===== config.mk =====
export PLATFORM = sky130hd
export DESIGN_NAME = fft_sequencer
export DESIGN_NICKNAME = d
export VERILOG_FILES = /design/src/rtl/fft_pkg.sv /design/src/rtl/fft_beat_counter.sv /design/src/rtl/fft_sequencer.sv
export SDC_FILE = /design/constraint.sdc
export NUM_CORES = 1
export LEC_CHECK = 0
export CAP_MARGIN = 20
export CORE_UTILIZATION = 47
export DETAILED_ROUTE_END_ITERATION = 6
export PLACE_DENSITY = 0.85
export SLEW_MARGIN = 20
export SYNTH_ARGS = -nofsm -noshare
export SYNTH_HDL_FRONTEND = slang
export SYNTH_HIERARCHICAL = 1
export SYNTH_SLANG_ARGS = --single-unit

===== constraint.sdc =====
create_clock -name clk -period 2.8 [get_ports clk]
set_clock_uncertainty 0.15 [all_clocks]
set_input_delay 0.56 -clock clk [delete_from_list [all_inputs] [get_ports clk]]
set_output_delay 0.56 -clock clk [all_outputs]
set_load 0.005 [all_outputs]

===== src/rtl/fft_pkg.sv =====
// Shared types and parameter defaults for the FFT stage sequencer.
package fft_pkg;

    localparam int NUMSTAGES_DEF = 5;

    typedef enum logic [2:0] {
        IDLE,
        LOAD,
        RUN,
        GAP,
        UNLOAD,
        FIN
    } state_t;

    // Four samples per beat, so a 2^n-point transform needs 2^(n-2) beats.
    function automatic int aw_for(input int numstages);
        return numstages - 2;
    endfunction

endpackage


===== src/rtl/fft_beat_counter.sv =====
// AW-bit wrapping beat address counter with enable, clear and terminal flag.
module fft_beat_counter #(
    parameter int AW = 3
) (
    input  logic          clk,
    input  logic          rst,
    input  logic          en,
    input  logic          clr,
    output logic [AW-1:0] count,
    output logic          last
);

    always_ff @(posedge clk) begin
        if (rst || clr) begin
            count <= '0;
        end else if (en) begin
            count <= count + 1'b1;
        end
    end

    assign last = &count;

endmodule


===== src/rtl/fft_sequencer.sv =====
// Load / per-stage run / unload sequencer for an in-place radix-2 FFT.
// Optional stage watchdog and err port: define FFT_SEQ_WATCHDOG_EN.
//
// state  | meaning
// IDLE   | waiting for start
// LOAD   | accepting input beats into the bank
// RUN    | stage controller enabled, waiting for stage_done
// GAP    | one idle cycle so the stage controller clears its counter
// UNLOAD | presenting output beats
// FIN    | one-cycle done pulse
module fft_sequencer
    import fft_pkg::*;
#(
    parameter int NUMSTAGES = NUMSTAGES_DEF,
    parameter int AW        = aw_for(NUMSTAGES),
    parameter int WD_LIMIT  = 12
) (
    input  logic          clk,
    input  logic          rst,
    input  logic          start,
    output logic          busy,
    output logic          done,
    input  logic          in_valid,
    output logic          in_ready,
    output logic          ld_data,
    output logic [AW-1:0] ld_addr,
    output logic          stage_en,
    output logic [2:0]    stage_num,
    input  logic          stage_done,
    output logic          out_valid,
    input  logic          out_ready,
`ifdef FFT_SEQ_WATCHDOG_EN
    output logic          err,
`endif
    output logic [AW-1:0] out_addr
);

    localparam logic [2:0] LAST_STAGE = 3'(NUMSTAGES - 1);

    state_t state;
    state_t state_next;

    logic start_acc;
    logic ld_en;
    logic ld_last;
    logic out_en;
    logic out_clr;
    logic out_last;
    logic stage_last;
    logic timeout;

    assign start_acc  = (state == IDLE) && start;
    assign ld_en      = (state == LOAD) && in_valid;
    assign out_en     = (state == UNLOAD) && out_ready;
    assign stage_last = (stage_num == LAST_STAGE);
    assign out_clr    = (state == GAP) && stage_last;

`ifdef FFT_SEQ_WATCHDOG_EN
    localparam int WD_W = $clog2(WD_LIMIT + 1);

    logic [WD_W-1:0] wd_cnt;

    // Down-counter preloaded outside RUN, so every RUN entry starts a fresh budget.
    always_ff @(posedge clk) begin
        if (rst || state != RUN) begin
            wd_cnt <= WD_W'(WD_LIMIT - 1);
        end else if (wd_cnt != '0) begin
            wd_cnt <= wd_cnt - 1'b1;
        end
    end

    assign timeout = (state == RUN) && !stage_done && (wd_cnt == '0);

    always_ff @(posedge clk) begin
        if (rst) begin
            err <= 1'b0;
        end else if (timeout) begin
            err <= 1'b1;
        end else if (start_acc) begin
            err <= 1'b0;
        end
    end
`else
    assign timeout = 1'b0;
`endif

    fft_beat_counter #(.AW(AW)) u_ld_cnt (
        .clk   (clk),
        .rst   (rst),
        .en    (ld_en),
        .clr   (start_acc),
        .count (ld_addr),
        .last  (ld_last)
    );

    fft_beat_counter #(.AW(AW)) u_out_cnt (
        .clk   (clk),
        .rst   (rst),
        .en    (out_en),
        .clr   (out_clr),
        .count (out_addr),
        .last  (out_last)
    );

    always_ff @(posedge clk) begin
        if (rst || start_acc) begin
            stage_num <= '0;
        end else if (state == GAP && !stage_last) begin
            stage_num <= stage_num + 1'b1;
        end
    end

    always_ff @(posedge clk) begin
        if (rst) begin
            state <= IDLE;
        end else begin
            state <= state_next;
        end
    end

    always_comb begin
        state_next = state;
        unique case (state)
            IDLE: begin
                if (start) state_next = LOAD;
            end
            LOAD: begin
                if (in_valid && ld_last) state_next = RUN;
            end
            RUN: begin
                if (stage_done) begin
                    state_next = GAP;
                end else if (timeout) begin
                    state_next = IDLE;
                end
            end
            GAP: begin
                state_next = stage_last ? UNLOAD : RUN;
            end
            UNLOAD: begin
                if (out_ready && out_last) state_next = FIN;
            end
            FIN: begin
                state_next = IDLE;
            end
            default: state_next = IDLE;
        endcase
    end

    always_comb begin
        busy      = (state != IDLE);
        done      = (state == FIN);
        in_ready  = (state == LOAD);
        ld_data   = (state == LOAD);
        stage_en  = (state == RUN);
        out_valid = (state == UNLOAD);
    end

endmodule


==> impl_metrics.json <==
{
  "status": "finished, final reports clean",
  "finalSetupViolCount": 0,
  "yosysSeqAreaShare": 0.356,
  "drt-pass1-iter-count": 4,
  "cts_tree": "yes",
  "synth.avg_cell_area_um2": 9.77,
  "cts.sinks": 12,
  "clk_pin_slew_ns": 0.07,
  "grt_max_degree": 12,
  "r2r-start": "state[0]$_SDFFE_PP0P_",
  "fmaxAchievable_mhz": 404,
  "min_path_type": "reg2reg",
  "synth-seq-cells": 12,
  "async_flop_share": 0,
  "track_usage": 0.211,
  "initial_core_util": 0.512,
  "synth_ff_type": "dfxtp_1",
  "final_hold_viol_count": 0,
  "post_drt_wl_per_cell_um": 13.3,
  "fin_nets": 103,
  "ios": 21,
  "antenna_found_initial": 0,
  "drv_cap": 0,
  "routed_wl_mm": 1.38,
  "grt_pass1_wl_mm": 2.14,
  "crit_arrival_ns": 1.76,
  "synth_cells": 69,
  "leakage_nw": 0.338,
  "p_seq_frac": 0.544,
  "synth_edf_count": 0,
  "p_per_area_nw_per_um2": 368,
  "cts_resized": 0,
  "cp_max_fo": 11,
  "cts_buffer_depth": 2,
  "intPower_mw": 0.249,
  "ir_worst_vdd_mv": 0.249,
  "start_kind": "flip-flop",
  "clock_latency_ns": 0.27,
  "netSwitchingFraction": 0.241,
  "fp.dieW_um": 39.9,
  "drt_iter0_markers": 10,
  "min_from": "stage_num[0]$_SDFFE_PP0P_",
  "antennaDiodeCount": 0,
  "drc": 0,
  "maxSlewHeadroom": 0.707,
  "htree_levels": 1,
  "postCtsSetupRepairBufs": 0,
  "finalCritPeriodShare": 0.883,
  "p_comb_frac": 0.129,
  "viasPerCell": 5.77,
  "rows": 13,
  "core_region_area_um2": 1320,
  "worst_pin_slew_ns": 0.439,
  "vias": 600,
  "ctsHoldBuffers": 0,
  "clock_power_share": 0.327,
  "fp.dieArea_um2": 1590,
  "fill_cells": 107,
  "syn-num-nets": 81,
  "final_common_cell": "clkdlybuf4s50_1",
  "ys_warn_count": 6,
  "clock-root-buffer": "clkbuf_4",
  "drv_slew": 0,
  "critPathKind": "reg2out",
  "gr-total-overflow": 0,
  "grt_pass1_vias": 499,
  "portBuffers": 20,
  "final_core_util": 0.677,
  "synth.distinct_cells": 30,
  "worstSetupStartpoint": "state[0]$_SDFFE_PP0P_",
  "cts_made_buffers": 3,
  "dp_hpwl_mm": 1.03,
  "final_layout_size_suffix_gt1_frac": 0.146,
  "p_sw_mw": 0.0791,
  "fin_hold_ws_ns": 0.382,
  "netlist_area_um2": 674,
  "rsz0062_at_grt": "no",
  "die_height_um": 39.9,
  "syn_to_final_growth_pct": 32.3,
  "detail-route-antenna-nets": 0,
  "fin_setup_tns_ns": 0,
  "cp-end-kind": "output pin",
  "gp_congestion": 0.695,
  "final_cell_mix": "clkdlybuf4s50_1 (20), dfxtp_1 (12), ha_1 (6)",
  "required_ns": 2.09,
  "period_minus_slack_ns": 2.47
}
[routing by layer]
layer  track usage  share of wire  up-vias
li1              -              -      291
met5             0              0        -
met3        0.0511          0.033        4
met1         0.260           0.49      292
met4         0.129          0.015        0
met2         0.323           0.46       13
[sequential cells by signal (all words and copies together), names as in the netlist]
signal / flops
u_out_cnt/count: 3
state: 3
stage_num: 3
u_ld_cnt/count: 3
[cell families (layout without fill, tap and decap cells)]
group           Yosys count  after routing  share of synthesized area
simple gates             29             29                      0.301
compound gates            9              9                     0.0742
flops                    12             12                      0.356
xor+xnor                  2              2                     0.0260
fa+ha+maj                 6              6                      0.111
buf+inv                   6             26                     0.0575
mux                       5              5                     0.0742
[path summary, 6_finish.rpt]
path                               endpoint  slack (ns)  cells past startpoint
max                                 ld_data        0.33                      2
min               stage_num[0]$_SDFFE_PP0P_        0.38                      2
max reg2reg  u_ld_cnt/count[2]$_SDFFE_PP0P_        1.06                      4
min reg2reg       stage_num[0]$_SDFFE_PP0P_        0.38                      2
[cells in the mapped netlist, drive strengths merged, types with 2 or more instances]
master   n  area [µm²]
a21oi    4        20.0
and2     3        18.8
and3b    2        20.0
buf      3        26.3
dfxtp   12         240
ha       6        75.1
inv      2        7.51
mux2i    5        50.1
nand2    2        7.51
nand3    2        10.0
nor2     2        7.51
nor3     7        50.1
nor3b    3        27.5
o21ai    3        15.0
xnor2    2        17.5
[power by group through the flow]
stage / logic [mW] / clock network (mW) / registers, mW
after floorplan: 0.0233 / 0 / 0.179
after global placement: 0.0414 / 0 / 0.182
after detailed placement: 0.0423 / 0 / 0.182
after CTS: 0.0425 / 0.111 / 0.178
after global routing: 0.0453 / 0.117 / 0.179
final: 0.0423 / 0.107 / 0.178
[per-stage QoR]
step                      worst slack, ns  area (µm²)  cells  power [mW]
after floorplan                      1.10         674     69       0.202
after global placement              0.678         870    101       0.223
after CTS                           0.338         892    104       0.332
after global routing                0.245         892    104       0.341
after detailed placement            0.641         870    101       0.224
final                               0.328         892    104       0.328
[final cells by class]
type                       count  area, µm²  share of cell area
multi-input combinational     51        395               0.443
timing repair buffer          21        208               0.233
tap                           15       18.8              0.0210
sequential                    12        240               0.269
clock buffer                   3       22.5              0.0252
inverter                       2       7.51             0.00842
[worst max-delay path, stage by stage, from the launching register on]
cell	delay, ns
dfxtp_1	0.50
nor3b_1	0.41
clkdlybuf4s50_1	0.58
Power figures use the tool's default switching activity.
